[src/rtl/nmr_bstrm_simp_cnt.sv]
// nmr_bstrm_simp_cnt
// -----------------------------------------------------------------------------
// SRAM-driven NMR bitstream sequencer. After START, it reads 32-bit command
// words from the pulse-program RAM, starting at address 0. For each word it
// holds OUT at the word's polarity for the programmed number of cycles. The
// sequence ends on a word with seq_end set, and DONE then stays high until
// the next accepted START.
//
// Word layout:
//   [31] pls_pol   [30] seq_end   [29] loop_sta   [28] loop_sto
//   [27:24] mux_sel (latched only)   [DATA_WIDTH-1:0] data
//
// Optional feature macro: BSTRM_LOOP_EN
//   When this macro is defined, the design supports one level of hardware
//   looping through the loop_sta and loop_sto bits. When it is undefined,
//   both loop bits are ignored, no loop registers are built, and the program
//   runs strictly in address order.
//
// Ports:
//   CLK          in   system clock, rising edge
//   RST          in   asynchronous active-low reset
//   START        in   level, sampled while idle or finished
//   DONE         out  high from sequence end until the next accepted START
//   OUT          out  bitstream output
//   SRAM_ADDR    out  RAM word address
//   SRAM_CS      out  RAM read strobe (high for both fetch cycles)
//   SRAM_RD_DAT  in   RAM read data, valid one cycle after the address
// -----------------------------------------------------------------------------
module nmr_bstrm_simp_cnt #(
    parameter int CMD_WIDTH       = 8,
    parameter int LOOP_WIDTH      = 24,
    parameter int SRAM_ADDR_WIDTH = 8,
    parameter int SRAM_DAT_WIDTH  = 32,
    parameter int DATA_WIDTH      = 24,
    parameter int MUX_WIDTH       = 16
) (
    input  logic                       CLK,
    input  logic                       RST,
    input  logic                       START,
    output logic                       DONE,
    output logic                       OUT,
    output logic [SRAM_ADDR_WIDTH-1:0] SRAM_ADDR,
    output logic                       SRAM_CS,
    input  logic [SRAM_DAT_WIDTH-1:0]  SRAM_RD_DAT
);

    localparam int MUX_BITS = $clog2(MUX_WIDTH);
    // The program counter lives in the RAM address space. CMD_WIDTH only has
    // to cover that space.
    localparam int UNUSED_CMD_WIDTH = CMD_WIDTH;

    typedef enum logic [1:0] {IDLE, FETCH, EXEC, END} state_t;

    state_t                      state_reg, state_next;
    logic                        fetch_second_reg;
    logic [SRAM_ADDR_WIDTH-1:0]  addr_reg;
    logic [DATA_WIDTH-1:0]       dur_cnt_reg;
    logic                        seq_end_reg;
    logic [MUX_BITS-1:0]         mux_sel_reg;
    logic                        out_reg;
    logic                        done_reg;

    // Field view of the word currently presented by the RAM
    logic                        w_pol, w_seq_end;
    logic [DATA_WIDTH-1:0]       w_data, w_dur;

    assign w_pol     = SRAM_RD_DAT[31];
    assign w_seq_end = SRAM_RD_DAT[30];
    assign w_data    = SRAM_RD_DAT[DATA_WIDTH-1:0];
    // A zero duration still costs one EXEC cycle.
    assign w_dur     = (w_data == '0) ? DATA_WIDTH'(1) : w_data;

    logic fetch_done, exec_last;
    assign fetch_done = (state_reg == FETCH) && fetch_second_reg;
    assign exec_last  = (state_reg == EXEC) && (dur_cnt_reg == DATA_WIDTH'(1));

    logic                        is_loop_sta;
    logic [SRAM_ADDR_WIDTH-1:0]  addr_after_exec;

`ifdef BSTRM_LOOP_EN
    logic [LOOP_WIDTH-1:0]       loop_cnt_reg, loop_cnt_dec, w_loop_cnt;
    logic [SRAM_ADDR_WIDTH-1:0]  loop_addr_reg;
    logic                        loop_sto_reg;

    // A loop_sta word that also carries seq_end runs as an ordinary final word.
    assign is_loop_sta     = SRAM_RD_DAT[29] && !w_seq_end;
    assign w_loop_cnt      = (LOOP_WIDTH'(w_data) == '0) ? LOOP_WIDTH'(1)
                                                         : LOOP_WIDTH'(w_data);
    assign loop_cnt_dec    = loop_cnt_reg - LOOP_WIDTH'(1);
    assign addr_after_exec = (loop_sto_reg && (loop_cnt_dec != '0))
                           ? loop_addr_reg : addr_reg + SRAM_ADDR_WIDTH'(1);

    always_ff @(posedge CLK or negedge RST) begin
        if (!RST) begin
            loop_cnt_reg  <= '0;
            loop_addr_reg <= '0;
            loop_sto_reg  <= 1'b0;
        end else begin
            if (fetch_done) begin
                if (is_loop_sta) begin
                    loop_cnt_reg  <= w_loop_cnt;
                    loop_addr_reg <= addr_reg + SRAM_ADDR_WIDTH'(1);
                end else begin
                    loop_sto_reg  <= SRAM_RD_DAT[28];
                end
            end
            // seq_end wins over loop_sto, so the count is left alone then.
            if (exec_last && !seq_end_reg && loop_sto_reg) begin
                loop_cnt_reg <= loop_cnt_dec;
            end
        end
    end
`else
    assign is_loop_sta     = 1'b0;
    assign addr_after_exec = addr_reg + SRAM_ADDR_WIDTH'(1);
`endif

    // FSM: state register
    always_ff @(posedge CLK or negedge RST) begin
        if (!RST) begin
            state_reg <= IDLE;
        end else begin
            state_reg <= state_next;
        end
    end

    // FSM: next state
    always_comb begin
        state_next = state_reg;
        case (state_reg)
            IDLE, END: if (START) state_next = FETCH;
            FETCH:     if (fetch_second_reg) state_next = is_loop_sta ? FETCH : EXEC;
            EXEC:      if (exec_last) state_next = seq_end_reg ? END : FETCH;
            default:   state_next = IDLE;
        endcase
    end

    // FSM: outputs
    always_comb begin
        SRAM_CS = (state_reg == FETCH);
    end

    assign SRAM_ADDR = addr_reg;
    assign OUT       = out_reg;
    assign DONE      = done_reg;

    // Datapath
    always_ff @(posedge CLK or negedge RST) begin
        if (!RST) begin
            fetch_second_reg <= 1'b0;
            addr_reg         <= '0;
            dur_cnt_reg      <= '0;
            seq_end_reg      <= 1'b0;
            mux_sel_reg      <= '0;
            out_reg          <= 1'b0;
            done_reg         <= 1'b0;
        end else begin
            case (state_reg)
                IDLE, END: begin
                    if (START) begin
                        done_reg         <= 1'b0;
                        addr_reg         <= '0;
                        fetch_second_reg <= 1'b0;
                    end
                end
                FETCH: begin
                    // The address is held for both strobe cycles. The word is
                    // taken on the second edge.
                    fetch_second_reg <= !fetch_second_reg;
                    if (fetch_second_reg) begin
                        mux_sel_reg <= SRAM_RD_DAT[24 +: MUX_BITS];
                        if (is_loop_sta) begin
                            addr_reg <= addr_reg + SRAM_ADDR_WIDTH'(1);
                        end else begin
                            out_reg     <= w_pol;
                            seq_end_reg <= w_seq_end;
                            dur_cnt_reg <= w_dur;
                        end
                    end
                end
                EXEC: begin
                    if (exec_last) begin
                        if (seq_end_reg) begin
                            out_reg  <= 1'b0;
                            done_reg <= 1'b1;
                        end else begin
                            addr_reg <= addr_after_exec;
                        end
                    end else begin
                        dur_cnt_reg <= dur_cnt_reg - DATA_WIDTH'(1);
                    end
                end
                default: ;
            endcase
        end
    end

    // The mux selection is kept for a future mux port. The loop bits have no
    // reader in a linear-only build.
    logic unused_bits;
    assign unused_bits = ^{SRAM_RD_DAT[29:28], mux_sel_reg, UNUSED_CMD_WIDTH[0]};

endmodule

[config.mk]
export PLATFORM = sky130hd
export DESIGN_NAME = nmr_bstrm_simp_cnt
export DESIGN_NICKNAME = d
export VERILOG_FILES = /design/src/rtl/nmr_bstrm_simp_cnt.sv
export SDC_FILE = /design/constraint.sdc
export NUM_CORES = 1
export LEC_CHECK = 0
export CAP_MARGIN = 20
export CORE_ASPECT_RATIO = 1.1
export CORE_MARGIN = 2
export CORE_UTILIZATION = 54
export DETAILED_ROUTE_END_ITERATION = 10
export HOLD_SLACK_MARGIN = 0.1
export PLACE_DENSITY = 0.81
export SLEW_MARGIN = 15
export SYNTH_ARGS = -nofsm -noshare
export SYNTH_HDL_FRONTEND = slang
export SYNTH_SLANG_ARGS = --single-unit
[constraint.sdc]
create_clock -name CLK -period 3.1 [get_ports CLK]
set_clock_uncertainty 0.15 [all_clocks]
set_input_delay 0.31 -clock CLK [delete_from_list [all_inputs] [get_ports CLK]]
set_output_delay 0.31 -clock CLK [all_outputs]
set_load 0.03 [all_outputs]
[After elaboration in Yosys (flattened, before gate mapping)]
Cells that the tools add are included.
W data, S select, Z words.
Cells by class
  reductions and logical operators: 15
  bitwise operators: 1
  $add $sub $neg: 2
  eq/ne operators: 10
  mux-type cells: 22
Operator list (count)
  $mux W24: 3
  $pmux W24 S2: 1
  $eq A24 B1 Y1 const B: 1
  $logic_not A24 Y1: 1
  $mux W8: 3
  $sub A24 B1 Y24 const B: 1
  $pmux W8 S2: 1
  $reduce_and A4 Y1: 3
  $ne A2 B2 Y1 const B: 5
  $add A8 B1 Y8 const B: 1
  $mux W2: 4
  $mux W1: 6
  $pmux W1 S2: 3
  $pmux W2 S3: 1
  $reduce_and A3 Y1: 2
  $reduce_bool A2 Y1: 3
  $eq A2 B2 Y1 const B: 2
  $reduce_and A2 Y1: 2
  $eq A2 B1 Y1 const B: 1
  $logic_not A2 Y1: 1
  $ne A2 B1 Y1 const B: 1
  $reduce_or A2 Y1: 1
  $logic_and A1 B1 Y1: 1
  $logic_not A1 Y1: 1
  $not A1 Y1: 1
Word-level totals
  output and inout bits: 11
  input port bits: 35
  logic and storage cells: 57
  bits in registers: 38

[Logic depth before layout (Yosys ltp)]
Gate-level depths: netlist of run 1.
  word-level depth: 4
  gate-level depth with buffers: 9
  depth with buffers taken out: 7

[Worst setup path after synthesis of run 1]
Ideal clock, no wire load.
  path type: register to register
  start: register dur_cnt_reg[1]
  end: register addr_reg[6] (netlist: SRAM_ADDR[6])
  setup slack: 0.507 ns
  buffers on the path: 2
  period minus slack after synthesis: 2.593 ns
  data required time: 2.818 ns
  arrival: 2.311 ns
  setup time: 0.132 ns
  cell stages (with the launch flop): 10
  cells stage by stage: dfrtp_1 > inv_1 > ha_1 > or4b_1 > or4_4 > buf_6 > buf_6 > nor4_4 > mux2i_1 > o21ai_1
Between the ends
  cells in the longest elaborated chain, start to end: 4
RTL lines
  from (decl): RTL line 57  | logic [DATA_WIDTH-1:0] dur_cnt_reg;
  from (signal assigned): RTL line 177  | dur_cnt_reg <= w_dur;
  from (signal assigned): RTL line 190  | dur_cnt_reg <= dur_cnt_reg - DATA_WIDTH'(1);
  $eq A24 B1 Y1: RTL line 75  | assign exec_last = (state_reg == EXEC) && (dur_cnt_reg == DATA_WIDTH'(1));
  $logic_and A1 B1 Y1: RTL line 75
  $ne A2 B2 Y1 (no line)
  $reduce_and A4 Y1 (no line)
  to (signal assigned): RTL line 173  | addr_reg <= addr_reg + SRAM_ADDR_WIDTH'(1);
  to (signal assigned): RTL line 187  | addr_reg <= addr_after_exec;
  to (decl): RTL line 56  | logic [SRAM_ADDR_WIDTH-1:0] addr_reg;
Every way passes these cells.
A chain may end at the register's enable or synchronous reset.

[Final worst setup path of run 1]
  start: register dur_cnt_reg[0]
  end: register dur_cnt_reg[15]
Between the ends
  cells in the longest elaborated chain, start to end: 4
  elaborated cells between the ends (all ways): 7
  classes of those cells: add/sub: 1; eq/ne: 2; mux: 2; reduce/logical: 2
RTL lines
  parallel branches: the longest is 4 deep, another holds $sub A24 B1 Y24
Several ways; the timed one is not identified. The select of a mux whose other input is x is not followed.

==> results of run 1 <==
final timing paths:
| kind | from | endpoint | slack (ns) | cells past startpoint |
|---|---|---|---|---|
| min in group asynchronous | RST | dur_cnt_reg[23]$_DFFE_PN0P_ | 0.51 | 2 |
| max reg2reg | dur_cnt_reg[0]$_DFFE_PN0P_ | dur_cnt_reg[15]$_DFFE_PN0P_ | 0.36 | 5 |
| max | dur_cnt_reg[0]$_DFFE_PN0P_ | dur_cnt_reg[15]$_DFFE_PN0P_ | 0.36 | 5 |
| max in group asynchronous | RST | dur_cnt_reg[19]$_DFFE_PN0P_ | 1.74 | 2 |
| min reg2reg | dur_cnt_reg[6]$_DFFE_PN0P_ | dur_cnt_reg[6]$_DFFE_PN0P_ | 0.38 | 2 |
| min | dur_cnt_reg[6]$_DFFE_PN0P_ | dur_cnt_reg[6]$_DFFE_PN0P_ | 0.38 | 2 |
power by group through the flow:
stage | Clock, uW | Combinational, uW | Sequential [uW]
2_1_floorplan | 0 | 1010 | 874
3_3_place_gp | 0 | 1240 | 948
3_5_place_dp | 0 | 1270 | 966
4_1_cts | 431 | 1270 | 955
5_1_grt | 453 | 1430 | 1000
6_report | 432 | 1270 | 962
metal layers:
| layer | wire length [um] | vias up | GRT usage, % | part of all wire, % |
|---|---|---|---|---|
| li1 | - | 1319 | - | - |
| met1 | 3220 | 1359 | 38.4 | 44 |
| met2 | 3570 | 110 | 45.2 | 48 |
| met3 | 488 | 14 | 3.81 | 6.6 |
| met4 | 89 | 0 | 7.55 | 1.2 |
| met5 | 0 | - | 0 | 0 |
final cells by class:
class,count,area [um^2]
Clock inverter,3,40.0
Inverter,6,22.5
Multi-Input combinational cell,258,1670
Fill cell,432,1670
Clock buffer,5,68.8
Tap cell,58,72.6
Timing Repair Buffer,50,470
Sequential cell,38,951
cell usage after synthesis (8+ instances only):
cell type | instances | area [um^2]
dfrtp_1 | 38 | 951
nand2_1 | 29 | 109
nor2_1 | 27 | 101
nor3_1 | 22 | 110
clkbuf_1 | 20 | 75.1
nand3_1 | 17 | 85.1
or3_1 | 13 | 81.3
o21ai_0 | 12 | 60.1
mux2i_1 | 11 | 110
nor4_1 | 11 | 68.8
o22ai_1 | 11 | 68.8
a21oi_1 | 10 | 50.1
a221o_1 | 8 | 80.1
per-stage QoR:
step	setup slack (ns)	total power, uW
detailed placement	0.402	2230
finish	0.358	2670
floorplan	0.507	1880
global placement	0.441	2190
CTS	0.383	2650
global route	0.195	2890
worst reg2reg max path, cell delays in order, from the launching register on:
cell	delay, ns
dfrtp_1	0.44
or4_1	0.68
or3_1	0.48
a2111oi_2	0.46
mux2i_1	0.15
a221o_1	0.28
kinds of logic after synthesis:
group / Yosys count
AND/OR/NAND/NOR: 161
AO/OA/AOI/OAI: 77
flip-flops: 38
buffers and inverters: 32
multiplexers: 13
adder cells (fa/ha/maj): 6
XOR/XNOR: 1
==> summary.txt, run 1 <==
Status - complete, no violations
Hold WS - 0.381 ns
Vias per inst - 6.70
Clock-pin slew on the worst setup and hold paths - 0.09 ns
Vias after detailed routing - 2802
Ys flop type - dfrtp_1
Hold Crit Class - reg -> reg
Pwr Density - 810 nW/um^2
Crit-path cells - or4_1 > or3_1 > a2111oi_2 > mux2i_1 > a221o_1
Crit path max fanout - 6
Most frequent cells in the layout - dfrtp_1, clkdlybuf4s50_1, nand2_1
Total negative slack - 0 ns
Hold Fails Final Rpt - 0
Core area - 4970 um^2
Leakage power - 0.00125 uW
Routability Congestion - 0.868
Largest net degree at the start of global routing - 39
Int Pwr - 1460 uW
Clock buffer depth - 2
Ys Warns - 0
Setup crit start kind - flop
Post-CTS setup buffers - 0
Synth cell types - 53
Sequential area share after synthesis - 34.5%
Syn Area/Cell - 8.40 um^2
Max Clock Freq - 0.365 GHz
Compound-Gate Fraction of Synth Area - 20.0%
Max rail drop VDD - 778 uV
Switch Pwr - 1210 uW
Period minus WS final - 2.74 ns
H-tree levels - 2
Worst Path Buf+Inv - 0
Clock sinks - 38
Crit path DAT - 2.78 ns
Root buf cell - clkbuf_8
Proportion of power drawn by flip-flops and latches - 36.1%
Total CTS buffers - 5
DRC - 0
Chip width - 72.1 um
Max reg flops - 24
Post-Syn Nets - 369
First-pass GRT wire length - 12.6 mm
Antenna viol nets, final - 0
Worst rel slew slack - 41.3%
Initial antenna violation count - 0
DP HPWL - 5.17 mm
Initial detailed-routing violation count - 248
Die area - 5690 um^2
Final core utilization - 66.3%
Largest delay contributor family on the critical path - simple AND/OR/NAND/NOR gates
Max Cap Viol - 0
Max-slew violation count - 0
Share of post-route cells with drive strength above 1 - 10.0%
Hold_buf cts - 1
Inserted Diodes - 0
Worst Setup End Kind - flop
Total GRT Usage - 27.7%
Die height - 78.9 um
Unrepaired setup endpoints after global routing - no
I/O Buffers - 39
Mux cell area share after synthesis - 4.82%
Starting density of the core - 55.5%
Design area - 3290 um^2
XOR/XNOR Fraction of Synth Area - 0.318%
Worst EP required - 3.13 ns
Worst Tran Pin Value - 0.881 ns
Router iterations before antenna repair - 4
Period utilisation layout - 88.5%
Combinational fraction of design power - 47.8%
Vias in the first global route - 2612
WL/cell - 17.6 um
Power share of the clock group - 16.2%
CTS tree - built
CP Class - reg -> reg
Placed cells - 409
Post-placement cell area - 3170 um^2
Gate Count Post-Synth - 328
Slowest-stage cell, CP - or4_1
Yosys reg bits - 38
Adder-cell area share of the yosys netlist - 2.73%
Syn Std Cell Area - 2750 um^2
Layout Nets - 400
Final non-filler cell total - 418
CP max stage delay - 0.68 ns
Switching Share - 45.5%
Total gr overflow - 0
Area Overhead vs Synth - 19.6%
Main combinational cell family by area after synthesis - simple AND/OR/NAND/NOR gates
Fraction of registers with async set/reset - 100%
Fraction of the mapped netlist area in simple logic gates - 32.7%
Post-Route WL - 7.37 mm
Endpoints failing setup - 0
Clock Latency Late Sink - 0.30 ns
Post-synth EDFFs - 0
Num ports - 46
Post-CTS resize count - 0
Row Count - 27
Note: power is estimated with default switching activity, not from simulation.
==> run 2: changes to the inputs <==
- REMOVE_ABC_BUFFERS: not set -> 1
==> run 2 against run 1 <==
  * Register-to-register slack lost 0.09 ns
  * Count of clock-buffer cells in the layout did not move
  * Non-clock buffer count down 1
  * First-iteration DRC count is 12% higher
  * Maximum frequency is 3.2% lower
  * Die area unchanged
  * Clock power fell by 24%
  * Total power is 3.2% lower
  * Cell count shrank 0.48%
  * Global-route usage down 1.3 points
  * Largest cell class unchanged
  * Largest power group unchanged
==> summary.txt, run 2 (same netlist as run 1, synthesis figures left out) <==
Fillers - 445
H-tree levels - 2
Total gr overflow - 0
CTS tree - built
Placed cells - 408
Die area - 5690 um^2
Worst Tran Pin Value - 0.866 ns
Endpoints failing setup - 0
Clock sinks - 38
Total GRT Usage - 26.4%
Design area - 3260 um^2
Area Overhead vs Synth - 18.2%
Hold Fails Final Rpt - 0
Layout Nets - 399
Clock Latency Late Sink - 0.29 ns
Final non-filler cell total - 416
CP endpoint - OUT$_DFFE_PN0P_
Period minus WS final - 2.83 ns
Post-CTS setup buffers - 0
Met2 Track Usage GR - 43.4%
Antenna viol nets, final - 0
I/O Buffers - 39
Post-Route WL - 7.30 mm
Max Cap Viol - 0
Routability Congestion - 0.869
Setup WS pre-CTS - 0.304 ns
Most frequent cells in the layout - dfrtp_1, clkdlybuf4s50_1, nand2_1
Clock buffer depth - 2
Initial detailed-routing violation count - 278
Hold WS - 0.382 ns
WL/cell - 17.5 um
CP Class - reg -> reg
Inserted Diodes - 0
DRC - 0
Worst Setup SP - dur_cnt_reg[1]$_DFFE_PN0P_
Max Clock Freq - 0.353 GHz
Worst reg2reg path depth - 7
Worst Setup End Kind - flop
Num ports - 46
Hold Crit Class - reg -> reg
Die height - 78.9 um
Period utilisation layout - 91.4%
Met3 usage - 3.93%
First-pass GRT wire length - 11.9 mm
Core area - 4970 um^2
Setup crit start kind - flop
Total CTS buffers - 5
Clock-pin slew on the worst setup and hold paths - 0.08 ns
Vias in the first global route - 2406
RR Endpoint - OUT$_DFFE_PN0P_
Root buf cell - clkbuf_8
Crit path DAT - 2.87 ns
Max-slew violation count - 0
Largest net degree at the start of global routing - 39
Post-placement cell area - 3170 um^2
Initial antenna violation count - 0
Worst EP required - 3.14 ns
Vias after detailed routing - 2772
Crit Reg-Reg Startpoint - dur_cnt_reg[1]$_DFFE_PN0P_
Max reg flops - 24
GR Util met1 - 35.5%
Starting density of the core - 55.5%
Share of post-route cells with drive strength above 1 - 9.50%
DP HPWL - 4.96 mm
Chip width - 72.1 um
Row Count - 27
Max rail drop VDD - 569 uV
R2R Setup Slk - 0.27 ns
Vias per inst - 6.66
Router iterations before antenna repair - 5
Global route hottest layer - met2
Worst rel slew slack - 42.3%
Status - complete, no violations
Pwr Density - 794 nW/um^2
Unrepaired setup endpoints after global routing - no
Setup WS post-layout - 0.268 ns
Crit path max fanout - 15
Leakage power - 0.00123 uW
run 2: report_power, final:
part | switching, uW | internal (uW) | leakage (uW)
sequential | 275 | 686 | 0.000465
clock | 177 | 151 | 0.0000438
combinational | 749 | 545 | 0.000725
run 2: worst min path at each step:
stage / slack [ns] / cells past startpoint / start / to
final: 0.38 / 2 / DONE$_DFFE_PN0P_ / DONE$_DFFE_PN0P_
after global routing: 0.41 / 2 / dur_cnt_reg[6]$_DFFE_PN0P_ / dur_cnt_reg[6]$_DFFE_PN0P_
after CTS: 0.38 / 2 / dur_cnt_reg[6]$_DFFE_PN0P_ / dur_cnt_reg[6]$_DFFE_PN0P_
after detailed placement: 0.33 / 1 / RST / dur_cnt_reg[22]$_DFFE_PN0P_
after global placement: 0.34 / 1 / RST / dur_cnt_reg[21]$_DFFE_PN0P_
after floorplan: -0.14 / 0 / RST / DONE$_DFFE_PN0P_
run 2: final cells by class:
| class | instances | area, um^2 | area share [%] |
|---|---|---|---|
| clock buffer | 5 | 68.8 | 2.11 |
| clock inverter | 2 | 10.0 | 0.307 |
| inverter | 6 | 22.5 | 0.692 |
| multi-input combinational | 258 | 1670 | 51.2 |
| sequential | 38 | 951 | 29.2 |
| tap | 58 | 72.6 | 2.23 |
| timing repair buffer | 49 | 463 | 14.2 |
run 2: repair_timing:
item / CTS / global route
hold endpoints to repair: 38 / 0
resized for setup: 0 / 0
hold buffers: 1 / 0
run 2: metrics by stage:
stage	total power, uW	setup TNS [ns]	util (%)
after floorplan	1810	-10.70	-
after global placement	2200	0	63.8
after detailed placement	2250	0	63.8
after CTS	2580	0	65.6
after global routing	2790	0	65.6
final	2580	0	65.6
run 2: worst max-delay path, stage by stage, from the launching register on:
cell	delay (ns)
dfrtp_1	0.41
inv_1	0.10
ha_1	0.15
or4b_1	0.51
or4_4	0.60
nor2_2	0.45
nand2_1	0.10
a31o_2	0.25
run 2: per-layer routing:
| metal | part of all wire (%) | wire length [um] | up-vias |
|---|---|---|---|
| li1 | - | - | 1319 |
| met2 | 48 | 3530 | 107 |
| met4 | 1.3 | 96 | 0 |
| met1 | 43 | 3170 | 1336 |
| met3 | 6.7 | 492 | 10 |
| met5 | 0 | 0 | - |
